--- config.mk ---
export PLATFORM = sky130hd
export DESIGN_NAME = wide_compare_lsw_serial
export DESIGN_NICKNAME = d
export VERILOG_FILES = /design/src/rtl/kaliski_pkg.sv /design/src/rtl/compare_32bit.sv /design/src/rtl/wide_compare_lsw_serial.sv
export SDC_FILE = /design/constraint.sdc
export NUM_CORES = 1
export LEC_CHECK = 0
export ABC_AREA = 1
export CAP_MARGIN = 20
export CORE_MARGIN = 4
export CORE_UTILIZATION = 39
export CTS_CLUSTER_DIAMETER = 200
export DETAILED_ROUTE_END_ITERATION = 7
export PLACE_DENSITY = 0.79
export SETUP_SLACK_MARGIN = 0.05
export SLEW_MARGIN = 5
export SYNTH_ARGS = -nofsm -noshare
export SYNTH_HDL_FRONTEND = slang
export SYNTH_SLANG_ARGS = --single-unit
--- constraint.sdc ---
create_clock -name clk -period 1.4 [get_ports clk]
set_input_delay 0.21 -clock clk [delete_from_list [all_inputs] [get_ports clk]]
set_output_delay 0.21 -clock clk [all_outputs]
set_load 0.005 [all_outputs]
--- src/rtl/kaliski_pkg.sv ---
// Shared types for the Kaliski operand datapath: compare FSM states,
// the eq/gt/lt verdict record and the default word width.
package kaliski_pkg;

    localparam int DEFAULT_W = 32;

    typedef enum logic [0:0] {
        ACCUM = 1'b0,
        HOLD  = 1'b1
    } cmp_state_e;

    typedef struct packed {
        logic eq;
        logic gt;
        logic lt;
    } cmp_res_t;

    // Verdict with lt derived from the other two flags.
    function automatic cmp_res_t make_res(input logic eq, input logic gt);
        cmp_res_t r;
        r.eq = eq;
        r.gt = gt;
        r.lt = ~eq & ~gt;
        return r;
    endfunction

endpackage

--- src/rtl/compare_32bit.sv ---
// Combinational single-word magnitude compare (unsigned).
module compare_32bit
    import kaliski_pkg::*;
#(
    parameter int W = DEFAULT_W
) (
    input  logic [W-1:0] a,
    input  logic [W-1:0] b,
    output cmp_res_t     res
);

    // One-hot eq/gt/lt of a against b.
    always_comb begin
        res    = '0;
        res.eq = (a == b);
        res.gt = (a > b);
        res.lt = (a < b);
    end

endmodule

--- src/rtl/wide_compare_lsw_serial.sv ---
// Word-serial wide magnitude comparator. Operand words arrive LSW first;
// each unequal word overrides whatever the lower words decided, so the
// running flags after the final (most significant) word give the verdict.
module wide_compare_lsw_serial
    import kaliski_pkg::*;
#(
    parameter int W      = DEFAULT_W,
    parameter int NWORDS = 8
) (
    input  logic         clk,
    input  logic         rst_n,
    input  logic         flush,
    input  logic         in_valid,
    output logic         in_ready,
    input  logic [W-1:0] in_a,
    input  logic [W-1:0] in_b,
    output logic         res_valid,
    input  logic         res_ready,
    output logic         res_eq,
    output logic         res_gt,
    output logic         res_lt
);

    localparam int CW = (NWORDS > 1) ? $clog2(NWORDS) : 1;
    localparam logic [CW-1:0] LAST = CW'(NWORDS - 1);

    cmp_state_e    state_q,     state_d;
    logic [CW-1:0] count_q,     count_d;
    logic          run_eq_q,    run_eq_d;
    logic          run_gt_q,    run_gt_d;
    logic          res_valid_q, res_valid_d;
    cmp_res_t      res_q,       res_d;

    cmp_res_t      slice_res;
    logic          upd_eq;
    logic          upd_gt;
    logic          accept;

    compare_32bit #(.W(W)) u_slice (
        .a   (in_a),
        .b   (in_b),
        .res (slice_res)
    );

    // Running flags after folding in the current word: equal words pass
    // the lower-word decision through, unequal words replace it.
    always_comb begin
        upd_eq = run_eq_q & slice_res.eq;
        upd_gt = run_gt_q;
        if (slice_res.gt) begin
            upd_gt = 1'b1;
        end else if (slice_res.lt) begin
            upd_gt = 1'b0;
        end
    end

    // Next-state and register updates; flush overrides everything.
    always_comb begin
        state_d     = state_q;
        count_d     = count_q;
        run_eq_d    = run_eq_q;
        run_gt_d    = run_gt_q;
        res_valid_d = res_valid_q;
        res_d       = res_q;
        accept      = 1'b0;

        if (flush) begin
            state_d     = ACCUM;
            count_d     = '0;
            run_eq_d    = 1'b1;
            run_gt_d    = 1'b0;
            res_valid_d = 1'b0;
        end else begin
            case (state_q)
                ACCUM: begin
                    accept = in_valid;
                    if (accept) begin
                        if (count_q == LAST) begin
                            res_d       = make_res(upd_eq, upd_gt);
                            res_valid_d = 1'b1;
                            state_d     = HOLD;
                            count_d     = '0;
                            run_eq_d    = 1'b1;
                            run_gt_d    = 1'b0;
                        end else begin
                            count_d  = count_q + CW'(1);
                            run_eq_d = upd_eq;
                            run_gt_d = upd_gt;
                        end
                    end
                end
                HOLD: begin
                    if (res_ready) begin
                        res_valid_d = 1'b0;
                        state_d     = ACCUM;
                    end
                end
                default: begin
                    state_d = ACCUM;
                end
            endcase
        end
    end

    // State and datapath registers, cleared by the asynchronous reset.
    always_ff @(posedge clk or negedge rst_n) begin
        if (!rst_n) begin
            state_q     <= ACCUM;
            count_q     <= '0;
            run_eq_q    <= 1'b1;
            run_gt_q    <= 1'b0;
            res_valid_q <= 1'b0;
            res_q       <= '0;
        end else begin
            state_q     <= state_d;
            count_q     <= count_d;
            run_eq_q    <= run_eq_d;
            run_gt_q    <= run_gt_d;
            res_valid_q <= res_valid_d;
            res_q       <= res_d;
        end
    end

    assign in_ready  = (state_q == ACCUM);
    assign res_valid = res_valid_q;
    assign res_eq    = res_q.eq;
    assign res_gt    = res_q.gt;
    assign res_lt    = res_q.lt;

endmodule

# Yosys cells after proc, flatten, opt, wreduce, memory -nomap -nowiden
# Cells that the tools add are included.
# word_totals
elab_cells,51
input_bits,69
ff_bits,10
output_inout_bits,5
# op_classes
n_bitwise,6
muxes,24
n_eq_ne,6
add_sub_neg,1
n_lt_le_gt_ge,2
reduce_logical,4
# op_table
cell,count
equality test 32 bit,1
> comparator 32 bit,1
< comparator 32 bit,1
2-to-1 mux 1 bit,18
2-to-1 mux 3 bit,4
inequality test 3 bit (second input constant),2
inverter 1 bit,4
case mux 1 bit (2 select lines),2
AND reduction 4 bit,1
adder 3 x 1 -> 3 bit (second input constant),1
equality test 3 bit (second input constant),1
inequality test 3 x 2 -> 1 bit (second input constant),1
AND reduction 3 bit,1
bitwise AND 1 bit,2
inequality test 2 bit (second input constant),1
AND reduction 2 bit,1
nonzero test 2 bit,1

# Longest topological paths before layout
# Gate-level depths: netlist of the first run.
# depth
ltp_word,7
mapped_depth,16
depth_no_buf,16

# By module
# A second synthesis of the first run with hierarchy kept.
# unflattened
cells_unflattened,201
area_unflattened_um2,1381.3
# modules_own_cells
module,area_each_um2,cells_per_inst,seq_area_each_um2,n_inst
compare_32bit,885.8,140,0.0,1
wide_compare_lsw_serial,495.5,61,251.5,1

# Worst setup path before layout of the first run
# No wires, ideal clock.
# synth_path
path_type,input -> register
from,input port in_b[31]
to,register res_q (netlist bit res_lt)
path_buffers,0
arrival_time_ps,1247
t_required_ps,1284
path_slack_ps,37
cell_stages,12
cell_sequence,inv_1 ha_1 nand2_1 nor2_2 and2_4 nand2_4 nor2_4 nand3_1 nand2_1 inv_1 nand2_1 nand2_1
# synth_via
elab_chain_len,5
elab_cells_between_ends,9
# synth_rtl
element,line_no,text
start: declaration,wide_compare_lsw_serial.sv:16,"input logic [W-1:0] in_b,"
< comparator 32 bit,compare_32bit.sv:17,res.lt = (a < b);
2-to-1 mux 1 bit,wide_compare_lsw_serial.sv:52,end else if (slice_res.lt) begin
2-to-1 mux 1 bit,wide_compare_lsw_serial.sv:50,if (slice_res.gt) begin
inverter 1 bit,kaliski_pkg.sv:23,r.lt = ~eq & ~gt;
bitwise AND 1 bit *,kaliski_pkg.sv:23,
end signal: assignment,wide_compare_lsw_serial.sv:120,res_q <= res_d;
end: declaration,wide_compare_lsw_serial.sv:32,"cmp_res_t res_q, res_d;"
# Every way passes the cells marked *; elsewhere a longest branch is shown, timed or not.
# A chain may end at the register's enable or synchronous reset.

# Worst setup path in the final report of the first run
# layout_path
from,input port in_a[9]
to,register res_q (netlist bit res_lt)
# layout_via
elab_chain_len,5
elab_cells_between_ends,9
# layout_rtl
element,line_no,text
start: declaration,wide_compare_lsw_serial.sv:15,"input logic [W-1:0] in_a,"
< comparator 32 bit,compare_32bit.sv:17,
2-to-1 mux 1 bit,wide_compare_lsw_serial.sv:52,
2-to-1 mux 1 bit,wide_compare_lsw_serial.sv:50,
inverter 1 bit,kaliski_pkg.sv:23,
bitwise AND 1 bit *,kaliski_pkg.sv:23,
# Marks and branches as above.

==> results.toml, run 1 <==
[critical_path]
arrival_ps = 1480
critical_path.endpoint_type = "flip-flop"
r2r-end = "res_lt"
worstSetupPathType = "in2reg"
cp.required_ps = 1570
cp_max_fo = 3
r2r_cells = 8
r2r_slack_ps = 150
critPathLaunchType = "input pin"
reg2reg_from = "count_q[0]"

[synth]
synth-simple-area-share = 0.255
synth_cells = 181
synthArstFlopShare = 1.00
ys.flop_type = "dfrtp_1"
synth_xor_xnor_area_share = 0
synth_edf_count = 0
ys_ff_latch = 10
yosys.area.top_type = "ha_1"
synth_area_leaders = "ha_1, dfrtp_1, nand2_1"
ys_seq_area_frac = 0.189
muxShareOfSynthArea = 0
avgSynthCellArea_um2 = 7.36
synthTopCellsByCount = "nand2_1, inv_1, ha_1"
ys_warn_count = 0
syn-cell-area_um2 = 1330
synth.distinct_cells = 27
synth_top_area_frac = 0.320
synth.most_common_cell = "nand2_1"
synth_compound_area_frac = 0.121
syn_nets = 284
synthAdderAreaFrac = 0.320
synth_top_family_by_area = "adder cells"

[detailed_routing]
antenna_left = 0
avgRoutedWirePerCell_um = 13.9
dr.first_iter.drc_count = 23
wl_um = 4290
drc_errors = 0
drtPass1Iterations = 4
via_count = 1502
vias_per_cell = 4.86

[power]
peakVddDrop_mv = 0.497
power.density_nw_per_um2 = 476
p_leak_nw = 1.30
total_power_mw = 1.23

[sta]
fmax_mhz = 763
timing.final.ws_setup_ps = 88.6
tightest_slew_ps = 440
drv_slew = 0
hold_viol = 0
min_period_ps = 1310
setup_viol = 0
finalCritPeriodShare = 0.937
setup_tns_ps = 0
fin_skew_ps = 9.52
timing.hold.ws_ps = 243
rsz0062_at_grt = "yes"
max-slew-margin-rel = 0.706

[finish]
antenna_cells = 0
final_nets = 369
fin_util = 0.819
final_area_um2 = 2580
final_cells = 309
layout-drive-gt1-share = 0.532
syn_to_final_growth_pct = 94.0

[grt]
grt_pass1_wl_um = 6350
grt_pass1_vias = 1490
grt_start_max_net_pins = 11
grt_usage = 0.185
grt-ovfl-total = 0
antenna_found_initial = 0

[clock_network]
cts_buffers = 3
htreeDepth = 1
hold_buffers = 0
cts_tree = "done"
clk_path_buf_depth = 2
cts-root-buf = "clkbuf_4"
clkTransAtPathRegs_ps = 70
clk_latency_ps = 270
clock-sinks = 10

[outcome]
status = "complete, no violations"

[die]
start_util = 0.422
die_h_um = 66.4
io_pins = 74
core_um2 = 3150
fp-row-count = 20
die_area_um2 = 4410
dieWidth_um = 66.4

[run]
max_cap_viol_count = 0

[placed_design]
numPortBuffers = 73
dp_cells = 302
dp_hpwl_um = 2930
dpl-instance-area_um2 = 2200
pre_cts_slack_ps = -603
gp_congestion = 0.866

[min_path]
hold_path_class = "in2async"
==> state kept, by name (all words and copies together), names as in the netlist <==
signal,count
count_q,3
res_eq,1
res_gt,1
res_lt,1
res_valid,1
run_eq_q,1
run_gt_q,1
state_q,1
==> kinds of logic after synthesis <==
group / count (synthesis)
flops: 10
compound gates: 27
buf+inv: 41
simple gates: 69
fa+ha+maj: 34
==> worst max-delay path: stages <==
cell           delay, ps
dlygate4sd2_1        260
ha_4                 290
nand2_1               70
nand2_1               90
nand2_1               50
nand2_1               70
a21oi_2               50
nand2_1               80
nand2_1               60
nand2_2               90
nand2_2               60
nand2_1               60
nand2_1               40
==> layout make-up <==
cell class	instances	area [µm²]
Sequential cell	10	251
Inverter	41	159
Tap cell	44	55.1
Timing Repair Buffer	80	634
Fill cell	214	571
Multi-Input combinational cell	130	1450
Clock buffer	4	36.3
==> routing by layer <==
layer / GRT usage / part of all wire / vias to the layer above
met5: 0 / 0 / -
met2: 0.347 / 0.53 / 48
met3: 0.0391 / 0.059 / 4
li1: - / - / 754
met4: 0.0355 / 0.0058 / 0
met1: 0.214 / 0.41 / 696
==> cell usage in the layout, fill, tap and decap left out, types with 2 or more instances in the layout <==
master,Yosys,routed
a21oi_1,16,10
a21oi_2,0,4
a21oi_4,0,2
a32o_1,2,2
buf_2,0,4
buf_4,0,7
buf_6,0,4
clkbuf_2,0,21
clkbuf_4,0,3
clkdlybuf4s15_1,0,11
clkdlybuf4s50_1,0,4
dfrtp_1,9,9
dlygate4sd2_1,0,27
dlymetal6s2s_1,0,2
ha_1,34,5
ha_4,0,28
inv_1,35,8
inv_2,6,31
inv_4,0,2
nand2_1,39,26
nand2_2,1,6
nand2_4,1,9
nand3_1,4,2
nand3_2,2,3
nand4_1,2,2
nor2_1,12,8
nor2_2,2,3
nor2_4,1,4
o31ai_1,2,2
==> power breakdown <==
| part | leakage, nW | switching, mW | internal (mW) |
|---|---|---|---|
| Combinational | 1.15 | 0.309 | 0.351 |
| Clock | 0.0210 | 0.105 | 0.158 |
| Sequential | 0.134 | 0.00619 | 0.300 |
==> worst max-delay path by stage <==
stage          slack [ps]     start  endpoint  cells past startpoint
4_1_cts                 6  in_a[31]    res_lt                     12
3_5_place_dp         -600   in_b[4]    res_lt                     12
6_report               90   in_a[9]    res_lt                     13
2_1_floorplan          50   in_b[6]    res_lt                     11
5_1_grt                10   in_b[6]  run_gt_q                     10
3_3_place_gp         -570   in_b[4]    res_lt                     12
==> repair_timing <==
| item | in CTS | in global routing |
|---|---|---|
| setup buffers | 1 | 2 |
| endpoints found under the setup margin | 9 | 6 |
| pin swaps | 61 | 51 |
| gates resized for setup | 142 | 95 |
No activity file was read; power rests on OpenSTA's default activity.
==> run 2, diff against run 1 <==
--- a/config.mk
+++ b/config.mk
@@ -11,7 +11,8 @@
 export CORE_UTILIZATION = 39
 export CTS_CLUSTER_DIAMETER = 200
 export DETAILED_ROUTE_END_ITERATION = 7
-export PLACE_DENSITY = 0.79
+export GPL_TIMING_DRIVEN = 1
+export PLACE_DENSITY = 0.81
 export SETUP_SLACK_MARGIN = 0.05
 export SLEW_MARGIN = 5
 export SYNTH_ARGS = -nofsm -noshare
==> results.toml, run 2 (same netlist as run 1, synthesis figures left out) <==
[outcome]
status = "complete, no violations"

[finish]
antenna_cells = 0
final_cells = 309
largest_register = "count_q"
layout_commonest_cell = "dlygate4sd2_1"
layout_common_cells = "dlygate4sd2_1, inv_2, nand2_1"
layout-drive-gt1-share = 0.498
final_nets = 369
final_area_um2 = 2580
fin_util = 0.819
largest_register_ffs = 3
syn_to_final_growth_pct = 93.9

[placed_design]
dp_cells = 301
numPortBuffers = 73
dp_hpwl_um = 2930
dpl-instance-area_um2 = 2200
pre_cts_slack_ps = -601
gp_congestion = 0.777

[sta]
setup_viol = 0
timing.final.ws_setup_ps = 46.5
fin_skew_ps = 6.43
drv_slew = 0
fmax_mhz = 739
max-slew-margin-rel = 0.702
hold_viol = 0
tightest_slew_ps = 445
rsz0062_at_grt = "yes"
min_period_ps = 1350
finalCritPeriodShare = 0.967

[clock_network]
clk_path_buf_depth = 2
cts-root-buf = "clkbuf_4"
htreeDepth = 1
cts_tree = "done"
cts_buffers = 3
clk_latency_ps = 270
hold_buffers = 0
clock-sinks = 10
clkTransAtPathRegs_ps = 70

[detailed_routing]
avgRoutedWirePerCell_um = 14.4
drtPass1Iterations = 4
wl_um = 4460
vias_per_cell = 4.82
dr.first_iter.drc_count = 50
via_count = 1490
antenna_left = 0
drc_errors = 0

[critical_path]
path_cells = "dlygate4sd2_1 > inv_2 > ha_4 > a21oi_1 > o21ai_1 > a21oi_1 > nand2_2 > nand2_2 > nand2_4 > nand2_1 > nand2_1 > nand2_1"
critPathMostFrequentCell = "nand2_1"
reg2reg_from = "count_q[0]"
slowest_delay_ps = 240
critPathLaunchType = "input pin"
cp_slowest_cell = "dlygate4sd2_1"
arrival_ps = 1560
critical_path.endpoint_type = "flip-flop"
worstSetupPathType = "in2reg"
cp.required_ps = 1610
cp_max_fo = 3
r2r_cells = 8
r2r-end = "res_lt"
r2r_slack_ps = 90

[die]
dieWidth_um = 66.4
start_util = 0.422
die_area_um2 = 4410
io_pins = 74
die_h_um = 66.4
fp-row-count = 20
core_um2 = 3150

[grt]
grt_usage = 0.193
grt_pass1_wl_um = 6500
grt-ovfl-total = 0
antenna_found_initial = 0
grt_start_max_net_pins = 11
grt_pass1_vias = 1575

[power]
peakVddDrop_mv = 0.373
p_leak_nw = 1.32
power.density_nw_per_um2 = 453

[min_path]
hold_path_class = "in2async"

[run]
max_cap_viol_count = 0
[run 2: cell type report]
cell class,count,area [µm²]
Multi-Input combinational cell,130,1410
Timing Repair Buffer,80,677
Fill cell,193,572
Sequential cell,10,251
Inverter,41,159
Tap cell,44,55.1
Clock buffer,4,26.3
[run 2: routing by layer]
layer | routed length (µm) | vias to the layer above | global-route usage
li1 | - | 753 | -
met1 | 1740 | 675 | 0.199
met2 | 2390 | 54 | 0.362
met3 | 276 | 8 | 0.0510
met4 | 51 | 0 | 0.0761
met5 | 0 | - | 0
[run 2: power by group]
part           internal (mW)  switching (mW)  leakage, nW
Clock                  0.110           0.103       0.0150
Combinational          0.348           0.302         1.17
Sequential             0.300         0.00700        0.134
[run 2: repair_timing]
item                                    4_1_cts  5_1_grt
endpoints found under the setup margin        8        8
buffers inserted                              4        0
pin swaps                                    62       37
resized for setup                           159       69
[run 2: worst max-delay path by stage]
stage             start  endpoint  slack [ps]  cells past startpoint
3_3_place_gp    in_b[4]    res_lt        -580                     12
2_1_floorplan   in_b[6]    res_lt          50                     11
5_1_grt         in_b[5]    res_lt         -40                     11
6_report       in_b[15]    res_lt          50                     12
4_1_cts        in_b[30]    res_lt          20                     13
3_5_place_dp    in_b[4]    res_lt        -600                     12
[run 2: stage by stage]
step | total power, mW | hold slack, ps | setup TNS, ps
finish | 1.17 | 248 | 0
global route | 1.27 | 280 | -54.7
CTS | 1.08 | 266 | 0
detailed placement | 0.788 | 478 | -2790
global placement | 0.776 | 471 | -2730
floorplan | 0.530 | -85.6 | 0
[run 2: worst max-delay path: cells and delay by family]
family,cells,cell delay (ps)
and+or+nand+nor,6,370
AOI/OAI and AO/OA,3,460
adders and majority gates,1,210
buffers and inverters,2,300
==> run 3, diff against run 2 <==
--- a/config.mk
+++ b/config.mk
@@ -8,11 +8,11 @@
 export ABC_AREA = 1
 export CAP_MARGIN = 20
 export CORE_MARGIN = 4
-export CORE_UTILIZATION = 39
+export CORE_UTILIZATION = 42
 export CTS_CLUSTER_DIAMETER = 200
 export DETAILED_ROUTE_END_ITERATION = 7
 export GPL_TIMING_DRIVEN = 1
-export PLACE_DENSITY = 0.81
+export PLACE_DENSITY = 0.86
 export SETUP_SLACK_MARGIN = 0.05
 export SLEW_MARGIN = 5
 export SYNTH_ARGS = -nofsm -noshare
==> constraint.sdc (replaced) <==
create_clock -name clk -period 1.56 [get_ports clk]
set_input_delay 0.234 -clock clk [delete_from_list [all_inputs] [get_ports clk]]
set_output_delay 0.234 -clock clk [all_outputs]
set_load 0.005 [all_outputs]
==> results.toml, run 3 (same netlist as run 1, synthesis figures left out) <==
[sta]
timing.final.ws_setup_ps = -12.7
tightest_slew_ps = 469
max-slew-margin-rel = 0.686
rsz0062_at_grt = "yes"
fmax_mhz = 636
finalCritPeriodShare = 1.01
hold_viol = 0
fin_skew_ps = 6.69
setup_viol = 3
min_period_ps = 1570
drv_slew = 0

[clock_network]
clkTransAtPathRegs_ps = 70
cts_tree = "done"
clock-sinks = 10
htreeDepth = 1
cts-root-buf = "clkbuf_4"
cts_buffers = 3
hold_buffers = 0
clk_latency_ps = 270
clk_path_buf_depth = 2

[finish]
layout_commonest_cell = "dlygate4sd2_1"
final_cells = 309
fin_util = 0.867
final_area_um2 = 2650
layout-drive-gt1-share = 0.379
syn_to_final_growth_pct = 98.9
n_fill_cell = 165
final_nets = 368
largest_register = "count_q"
layout_common_cells = "dlygate4sd2_1, nand2_1, inv_2"
largest_register_ffs = 3

[min_path]
hold_path_class = "in2async"

[detailed_routing]
via_count = 1605
drtPass1Iterations = 4
wl_um = 5840
drc_errors = 0
avgRoutedWirePerCell_um = 18.9
vias_per_cell = 5.19
antenna_left = 0
dr.first_iter.drc_count = 68

[power]
p_leak_nw = 1.41
power.density_nw_per_um2 = 408
peakVddDrop_mv = 0.315

[outcome]
violations = "negative setup slack"
status = "finished with violations"

[critical_path]
reg2reg_from = "state_q"
worstSetupPathType = "in2reg"
cp.required_ps = 1760
critPathMostFrequentCell = "nand2_1"
startpoint = "in_b[4]"
critPathLaunchType = "input pin"
r2r_cells = 7
slowest_delay_ps = 260
r2r_slack_ps = 230
critical_path.endpoint_type = "flip-flop"
path_cells = "clkdlybuf4s15_1 > inv_2 > ha_4 > nand2_2 > nor2_4 > nand4_1 > nor3b_4 > nand3b_1 > nand2_1 > nand2_1 > nand2_1"
cp_slowest_cell = "ha_4"
r2r-end = "res_eq"
arrival_ps = 1780
cp_max_fo = 3

[grt]
grt_usage = 0.208
grt_pass1_vias = 1624
antenna_found_initial = 1
grt_start_max_net_pins = 11
grt_pass1_wl_um = 6820
grt-ovfl-total = 0

[placed_design]
gp_congestion = 0.804
numPortBuffers = 73
dpl-instance-area_um2 = 2140
dp_cells = 301
dp_hpwl_um = 2910

[die]
die_h_um = 64.3
io_pins = 74
start_util = 0.436
dieWidth_um = 64.3
die_area_um2 = 4130
core_um2 = 3050
fp-row-count = 20

[run]
max_cap_viol_count = 0
==> run 3: cell count changes in the layout (fill, tap and decap cells not counted), sizes merged, moves of 2 or more <==
cell,change
buf,-10
clkbuf,-16
clkdlybuf4s50,+6
clkdlybuf4s15,+2
dlymetal6s2s,+16
==> run 3: per-stage QoR <==
stage                     total power, mW  setup slack [ps]  setup TNS, ps  hold slack, ps
after floorplan                     0.466               173              0           -61.6
after global placement              0.680              -363          -1640             468
after detailed placement            0.690              -415          -1840             478
after CTS                           0.960              38.9              0             293
after global routing                 1.13             -65.7           -178             317
final                                1.08             -12.7          -22.2             285
==> run 3: repair_timing <==
| action | in CTS | in global routing |
|---|---|---|
| setup buffers | 2 | 1 |
| pin swaps | 48 | 34 |
| gates resized for setup | 105 | 58 |
| setup endpoints to repair | 6 | 6 |
==> run 3: routing by layer <==
metal | vias up | share of wire | global-route usage
met4 | 0 | 0.030 | 0.0765
met1 | 743 | 0.39 | 0.231
li1 | 754 | - | -
met2 | 90 | 0.50 | 0.379
met3 | 18 | 0.073 | 0.0510
met5 | - | 0 | 0
==> run 3: worst max-delay path: cells and delay by family <==
family                     cells  cell delay (ps)
adders and majority gates      1              260
buffers and inverters          2              270
and+or+nand+nor                8             1010
==> run 3: cell type report <==
class | count | area, µm² | area share
well taps | 44 | 55.1 | 0.0208
flip-flops and latches | 10 | 251 | 0.0950
diodes | 1 | 2.50 | 0.000945
repair buffers | 79 | 773 | 0.292
multi-input cells | 130 | 1390 | 0.523
clock buffers | 4 | 26.3 | 0.00992
inverters | 41 | 154 | 0.0581
==> run 3: where the power goes <==
part	switching [mW]	internal [mW]	leakage, nW
Sequential	0.00597	0.270	0.134
Clock	0.0888	0.0988	0.0150
Combinational	0.300	0.316	1.26
==> run 3: worst max path at each step <==
stage / cells after the start / endpoint
finish: 11 / res_lt
global route: 15 / res_lt
floorplan: 12 / res_lt
global placement: 12 / res_lt
detailed placement: 12 / res_lt
CTS: 10 / res_lt
